$ cat src/rtl/sdram_bist_pkg.sv
// Shared types and constants for the SDRAM built-in self test.
// The LFSR constants are only consumed when SDRAM_BIST_LFSR_EN is defined.
package sdram_bist_pkg;

  typedef enum logic [2:0] {
    ST_IDLE,
    ST_WAIT_INIT,
    ST_WR_REQ,
    ST_WR_DATA,
    ST_RD_REQ,
    ST_RD_DATA,
    ST_DONE
  } state_e;

  localparam logic [1:0] PAT_INCR = 2'd0;
  localparam logic [1:0] PAT_LFSR = 2'd1;
  localparam logic [1:0] PAT_WALK = 2'd2;
  localparam logic [1:0] PAT_ADDR = 2'd3;

  localparam logic [15:0] LFSR_SEED = 16'hACE1;
  // Terms x^16,x^14,x^13,x^11 tapped at bits 0,2,3,5 of a right-shifting register.
  localparam logic [15:0] LFSR_TAPS = 16'h002D;

  function automatic logic [15:0] lfsr_next(input logic [15:0] s);
    return {^(s & LFSR_TAPS), s[15:1]};
  endfunction

endpackage

$ cat src/rtl/sdram_bist_patgen.sv
// Test pattern generator: produces the word for sequence index k.
// LFSR pattern present only with SDRAM_BIST_LFSR_EN; otherwise code 1 falls back to incr.
module sdram_bist_patgen
  import sdram_bist_pkg::*;
#(
  parameter int ADDR_W = 24,
  parameter int DATA_W = 16
) (
  input  logic              clk,
  input  logic              rst,
  input  logic              clear_i,
  input  logic              advance_i,
  input  logic [1:0]        pattern_i,
  input  logic [ADDR_W-1:0] index_i,
  input  logic [ADDR_W-1:0] addr_i,
  output logic [DATA_W-1:0] word_o
);

  // One-hot rotator equals 1 << (k mod DATA_W) without a divider.
  logic [DATA_W-1:0] walk_q, walk_d;

  always_comb begin
    walk_d = walk_q;
    if (clear_i) begin
      walk_d = DATA_W'(1);
    end else if (advance_i) begin
      walk_d = (walk_q << 1) | (walk_q >> (DATA_W - 1));
    end
  end

  always_ff @(posedge clk or posedge rst) begin
    if (rst) walk_q <= DATA_W'(1);
    else     walk_q <= walk_d;
  end

`ifdef SDRAM_BIST_LFSR_EN
  logic [15:0] lfsr_q, lfsr_d;

  always_comb begin
    lfsr_d = lfsr_q;
    if (clear_i) begin
      lfsr_d = LFSR_SEED;
    end else if (advance_i) begin
      lfsr_d = lfsr_next(lfsr_q);
    end
  end

  always_ff @(posedge clk or posedge rst) begin
    if (rst) lfsr_q <= LFSR_SEED;
    else     lfsr_q <= lfsr_d;
  end
`endif

  always_comb begin
    word_o = DATA_W'(index_i);
    case (pattern_i)
`ifdef SDRAM_BIST_LFSR_EN
      PAT_LFSR: word_o = DATA_W'(lfsr_q);
`endif
      PAT_WALK: word_o = walk_q;
      PAT_ADDR: word_o = DATA_W'(addr_i);
      default:  word_o = DATA_W'(index_i);
    endcase
  end

endmodule

$ cat src/rtl/sdram_bist.sv
// SDRAM BIST: writes NUM_BURSTS bursts of a pattern, reads them back and counts mismatches.
// Define SDRAM_BIST_LFSR_EN to make the LFSR pattern (pattern_sel=1) available.
module sdram_bist
  import sdram_bist_pkg::*;
#(
  parameter int ADDR_W     = 24,
  parameter int DATA_W     = 16,
  parameter int LEN_W      = 9,
  parameter int BURST_LEN  = 8,
  parameter int NUM_BURSTS = 4,
  parameter int BASE_ADDR  = 0
) (
  input  logic              clk,
  input  logic              reset,
  input  logic              start,
  input  logic [1:0]        pattern_sel,
  input  logic              sdram_init_done,
  input  logic              sdram_wr_ack,
  input  logic              sdram_rd_ack,
  input  logic [DATA_W-1:0] sdram_dout,
  output logic              sdram_wr_req,
  output logic              sdram_rd_req,
  output logic [ADDR_W-1:0] wr_addr,
  output logic [ADDR_W-1:0] rd_addr,
  output logic [LEN_W-1:0]  wr_length,
  output logic [LEN_W-1:0]  rd_length,
  output logic [DATA_W-1:0] sdram_din,
  output logic              busy,
  output logic              done,
  output logic              pass,
  output logic [15:0]       err_count,
  output logic [ADDR_W-1:0] first_err_addr
);

  state_e            state_q, state_d;
  logic [1:0]        pat_q, pat_d;
  logic [ADDR_W-1:0] burst_q, burst_d;
  logic [LEN_W-1:0]  word_q, word_d;
  logic [15:0]       err_q, err_d;
  logic [ADDR_W-1:0] first_q, first_d;
  logic              pass_q, pass_d;

  logic              wr_clr, wr_adv, rd_clr, rd_adv;
  logic [DATA_W-1:0] wr_word, rd_word;
  logic [ADDR_W-1:0] index, burst_addr, word_addr;
  logic              word_last, burst_last, wr_active, rd_active;

  assign index      = burst_q * ADDR_W'(BURST_LEN) + ADDR_W'(word_q);
  assign burst_addr = ADDR_W'(BASE_ADDR) + burst_q * ADDR_W'(BURST_LEN);
  assign word_addr  = ADDR_W'(BASE_ADDR) + index;
  assign word_last  = (word_q == LEN_W'(BURST_LEN - 1));
  assign burst_last = (burst_q == ADDR_W'(NUM_BURSTS - 1));

  sdram_bist_patgen #(.ADDR_W(ADDR_W), .DATA_W(DATA_W)) u_wr_gen (
    .clk       (clk),
    .rst       (reset),
    .clear_i   (wr_clr),
    .advance_i (wr_adv),
    .pattern_i (pat_q),
    .index_i   (index),
    .addr_i    (word_addr),
    .word_o    (wr_word)
  );

  sdram_bist_patgen #(.ADDR_W(ADDR_W), .DATA_W(DATA_W)) u_rd_gen (
    .clk       (clk),
    .rst       (reset),
    .clear_i   (rd_clr),
    .advance_i (rd_adv),
    .pattern_i (pat_q),
    .index_i   (index),
    .addr_i    (word_addr),
    .word_o    (rd_word)
  );

  always_comb begin
    state_d = state_q;
    pat_d   = pat_q;
    burst_d = burst_q;
    word_d  = word_q;
    err_d   = err_q;
    first_d = first_q;
    pass_d  = pass_q;
    wr_clr  = 1'b0;
    wr_adv  = 1'b0;
    rd_clr  = 1'b0;
    rd_adv  = 1'b0;
    case (state_q)
      ST_IDLE: begin
        if (start) begin
`ifdef SDRAM_BIST_LFSR_EN
          pat_d = pattern_sel;
`else
          pat_d = (pattern_sel == PAT_LFSR) ? PAT_INCR : pattern_sel;
`endif
          err_d   = '0;
          first_d = '0;
          pass_d  = 1'b0;
          wr_clr  = 1'b1;
          rd_clr  = 1'b1;
          state_d = ST_WAIT_INIT;
        end
      end
      ST_WAIT_INIT: begin
        if (sdram_init_done) begin
          burst_d = '0;
          word_d  = '0;
          state_d = ST_WR_REQ;
        end
      end
      ST_WR_REQ, ST_WR_DATA: begin
        if (sdram_wr_ack) begin
          wr_adv  = 1'b1;
          state_d = ST_WR_DATA;
          if (word_last) begin
            word_d = '0;
            if (burst_last) begin
              // Read expectation restarts from the seed so index k matches the write.
              burst_d = '0;
              rd_clr  = 1'b1;
              state_d = ST_RD_REQ;
            end else begin
              burst_d = burst_q + ADDR_W'(1);
              state_d = ST_WR_REQ;
            end
          end else begin
            word_d = word_q + LEN_W'(1);
          end
        end
      end
      ST_RD_REQ, ST_RD_DATA: begin
        if (sdram_rd_ack) begin
          rd_adv  = 1'b1;
          state_d = ST_RD_DATA;
          if (sdram_dout != rd_word) begin
            if (err_q != 16'hFFFF) err_d = err_q + 16'd1;
            if (err_q == 16'd0)    first_d = word_addr;
          end
          if (word_last) begin
            word_d = '0;
            if (burst_last) begin
              pass_d  = (err_d == 16'd0);
              state_d = ST_DONE;
            end else begin
              burst_d = burst_q + ADDR_W'(1);
              state_d = ST_RD_REQ;
            end
          end else begin
            word_d = word_q + LEN_W'(1);
          end
        end
      end
      ST_DONE: state_d = ST_IDLE;
      default: state_d = ST_IDLE;
    endcase
  end

  always_ff @(posedge clk or posedge reset) begin
    if (reset) begin
      state_q <= ST_IDLE;
      pat_q   <= PAT_INCR;
      burst_q <= '0;
      word_q  <= '0;
      err_q   <= '0;
      first_q <= '0;
      pass_q  <= 1'b0;
    end else begin
      state_q <= state_d;
      pat_q   <= pat_d;
      burst_q <= burst_d;
      word_q  <= word_d;
      err_q   <= err_d;
      first_q <= first_d;
      pass_q  <= pass_d;
    end
  end

  // Bus outputs decode straight from state so reset clears them asynchronously.
  assign wr_active      = (state_q == ST_WR_REQ) || (state_q == ST_WR_DATA);
  assign rd_active      = (state_q == ST_RD_REQ) || (state_q == ST_RD_DATA);
  assign sdram_wr_req   = (state_q == ST_WR_REQ);
  assign sdram_rd_req   = (state_q == ST_RD_REQ);
  assign wr_addr        = wr_active ? burst_addr : '0;
  assign rd_addr        = rd_active ? burst_addr : '0;
  assign wr_length      = wr_active ? LEN_W'(BURST_LEN) : '0;
  assign rd_length      = rd_active ? LEN_W'(BURST_LEN) : '0;
  assign sdram_din      = wr_active ? wr_word : '0;
  assign busy           = (state_q != ST_IDLE);
  assign done           = (state_q == ST_DONE);
  assign pass           = pass_q;
  assign err_count      = err_q;
  assign first_err_addr = first_q;

endmodule

$ cat config.mk
export PLATFORM = sky130hd
export DESIGN_NAME = sdram_bist
export DESIGN_NICKNAME = d
export VERILOG_FILES = /design/src/rtl/sdram_bist_pkg.sv /design/src/rtl/sdram_bist_patgen.sv /design/src/rtl/sdram_bist.sv
export SDC_FILE = /design/constraint.sdc
export NUM_CORES = 1
export LEC_CHECK = 0
export BUFFER_PORTS_ARGS = -buffer_cell sky130_fd_sc_hd__buf_2
export CAP_MARGIN = 30
export CORE_UTILIZATION = 30
export CTS_CLUSTER_SIZE = 40
export DETAILED_ROUTE_END_ITERATION = 7
export GPL_TIMING_DRIVEN = 1
export PLACE_DENSITY = 0.59
export SYNTH_ARGS = -nofsm -noshare
export SYNTH_HDL_FRONTEND = slang
export SYNTH_SLANG_ARGS = --single-unit
$ cat constraint.sdc
create_clock -name clk -period 4.3 [get_ports clk]
set_input_delay 0.645 -clock clk [delete_from_list [all_inputs] [get_ports clk]]
set_output_delay 0.645 -clock clk [all_outputs]
set_load 0.01 [all_outputs]
==> flow_summary.yaml <==
clock_tree:
  cts.sinks: 111
  cts_tree: "done"
  cts_root_buf: "clkbuf_16"
  htreeDepth: 3
  postCtsHoldBufs: 0
  cts_inserted_buffers: 9
  clk_path_buf_depth: 2
  clk_pin_slew_ns: 0.09
  insertion_delay_ns: 0.37
worst_setup_path:
  worstSetupPathType: "reg -> out"
  worst_r2r_endpoint: "first_err_addr[16]"
  r2r_slack_ns: 0.37
  crit_required_ns: 3.65
  end_kind: "output port"
  worstPathMaxFanout: 6
  startpoint_type: "register"
  critical_path_arrival_ns: 3.34
  reg2reg_depth: 14
  reg2reg_from: "word_q[3]"
grt:
  overflow: 0
  grt_pass1_wl_microns: 37640
  grt_use_total: 0.1845
  grt_start_max_net_pins: 57
  antenna_found_initial: 0
  grt_pass1_vias: 6767
route:
  drt_iter0_drc: 502
  vias: 7146
  ant_nets: 0
  drc: 0
  via_per_inst: 5.243
  wl_microns: 23540
  drtPass1Iterations: 6
  wl_per_cell_microns: 17.27
floorplan:
  std_cell_rows: 57
  io_pins: 151
  start_util: 0.3096
  die_h_microns: 161.4
  core_sq_mm: 0.02460
  die_width_microns: 161.4
  die_area_sq_mm: 0.02604
synth:
  synth_area_leaders: "dfrtp_1 (36%), nand2_1 (7.9%), a21oi_1 (4.9%), o21ai_0 (4.1%), nor2_1 (3.7%)"
  synth_seq_cells: 111
  synth_simple_gate_area_share: 0.2830
  synth_top_family_by_area: "simple AND/OR/NAND/NOR gates"
  syn_area_sq_mm: 0.007619
  synth_edf_count: 0
  ys.flop_type: "dfrtp_1"
  async_flop_share: 1.000
  synth_adder_area_share: 0.01905
  muxShareOfSynthArea: 0.01182
  yosysSeqAreaShare: 0.3649
  yosys-top-cells-count: "nand2_1 (161), dfrtp_1 (109), nor2_1 (75), a21oi_1 (74), o21ai_0 (62)"
  synth_compound_area_frac: 0.1823
  syn_avg_cell_area_sq_um: 8.062
  yosysMostFrequentCell: "nand2_1"
  post_synth_num_cell_types: 76
  synth-xor-area-share: 0.05945
  synth_top_area_cell: "dfrtp_1"
  netlist.area_leader.share: 0.3580
  ys_warn_count: 0
  synthCells: 945
power:
  clkPwrFrac: 0.291
  vdd_drop_max_uv: 194.4
  power_mw: 3.029
  p_seq_frac: 0.425
  p_int_mw: 1.900
  leakage_nw: 4.065
  switching_share: 0.3727
  switchingPower_mw: 1.129
  power_frac_comb: 0.284
  power.density_mw_per_mm2: 347.4
sta:
  period_needed_ns: 3.984
  skew_ns: 0.01605
  grt_setup_unrepaired: "no"
  fin_crit_sh: 0.9265
  hold_viol: 0
  finalSetupViolations: 0
  maxSlewHeadroom: 0.4430
  worstMarginPinSlew_ns: 0.8355
  max_freq_mhz: 251.0
  hold_ws_ns: 0.3951
  maxSlewViolCount: 0
  tns_ns: 0
place:
  post-dp-hpwl_microns: 17540
  placed_area_sq_mm: 0.008398
  gp_congestion: 0.8938
  port_buffers: 128
worst_hold_path:
  hold_class: "in -> async"
run:
  drv_cap: 0
layout:
  seq_area_sq_mm: 0.002780
  num-nets-final: 1069
  multiInputGateArea_sq_mm: 0.004334
  design_area_sq_mm: 0.008720
  diodes: 0
  area_growth_pct: 14.45
  drive_gt1_frac: 0.1867
  fillers: 2565
run_status:
  status: "finished clean"
==> power by group through the flow <==
stage	combinational, mW	sequential, mW	clock [mW]
2_1_floorplan	0.554	1.28	0
3_3_place_gp	0.839	1.30	0
3_5_place_dp	0.850	1.31	0
4_1_cts	0.854	1.28	0.903
5_1_grt	0.951	1.30	0.940
6_report	0.860	1.29	0.881
==> layout by cell type, fill, tap and decap left out, types with 16 or more instances in the layout <==
cell / instances
nand2_1: 161
buf_2: 128
dfrtp_1: 109
a21oi_1: 74
nor2_1: 74
o21ai_0: 62
and2_1: 41
nand3_1: 37
nor3_1: 26
xor2_1: 26
xnor2_1: 22
conb_1: 22
inv_1: 20
o31ai_1: 17
nand4_1: 16
and3_1: 16
buf_4: 16
==> worst max-delay path, cell delays in order, from the launching register on <==
cell and delay [ns]:
dfrtp_1 0.49, ha_1 0.23, inv_1 0.06, fa_1 0.43
and2b_1 0.31, o21ai_0 0.20, nand2_1 0.22, nand3_1 0.15
nor2_1 0.28, xnor2_1 0.18, a21oi_1 0.24, buf_2 0.17
==> area by class of cell <==
class,instances,area share
multi-input combinational,743,0.4971
inverter,23,0.01019
sequential,111,0.3188
timing repair buffer,146,0.09184
clock buffer,9,0.02583
clock inverter,7,0.009758
tap,324,0.04649
==> registers in the layout, indices dropped and copies added, names as in the netlist <==
| register | count |
|---|---|
| state_q | 3 |
| u_rd_gen.walk_q | 16 |
| word_q | 9 |
| u_wr_gen.walk_q | 16 |
| burst_q | 24 |
| err_count | 16 |
| first_err_addr | 24 |
| pass | 1 |
| pat_q | 2 |
==> kinds of logic after synthesis <==
| group | count (synthesis) |
|---|---|
| buffers and inverters | 112 |
| AND/OR/NAND/NOR | 430 |
| flip-flops | 111 |
| other | 1 |
| AO/OA/AOI/OAI | 221 |
| adder cells (fa/ha/maj) | 11 |
| XOR/XNOR | 50 |
| multiplexers | 9 |
==> metrics by stage <==
stage | utilization | worst slack, ns | std cells
6_report | 0.3544 | 0.3160 | 1363
5_1_grt | 0.3544 | 0.04886 | 1363
4_1_cts | 0.3539 | 0.2048 | 1363
3_5_place_dp | 0.3413 | 0.2190 | 1347
3_3_place_gp | 0.3413 | 0.4027 | 1347
2_1_floorplan | - | 0.7277 | 966
==> worst max path at each step <==
stage                    endpoint       from  depth (start not counted)  slack, ns
2_1_floorplan          burst_q[0]      reset                          1       0.73
3_5_place_dp   first_err_addr[13]  word_q[3]                         14       0.22
4_1_cts        first_err_addr[22]  word_q[3]                         14       0.20
5_1_grt             sdram_din[15]  word_q[3]                         11       0.05
3_3_place_gp   first_err_addr[12]  word_q[3]                         14       0.40
6_report            sdram_din[15]  word_q[3]                         11       0.32
==> repair_timing <==
item,4_1_cts,5_1_grt
setup buffers,0,0
gates resized for setup,0,3
endpoints found under the setup margin,0,11
==> metal layers <==
layer	GRT usage	vias up	wire length (microns)
li1	-	3430	-
met1	0.2452	3428	10570
met2	0.3053	246	11060
met3	0.02696	42	1201
met4	0.06346	0	695
met5	0	-	0
(Power assumes the default switching activity.)
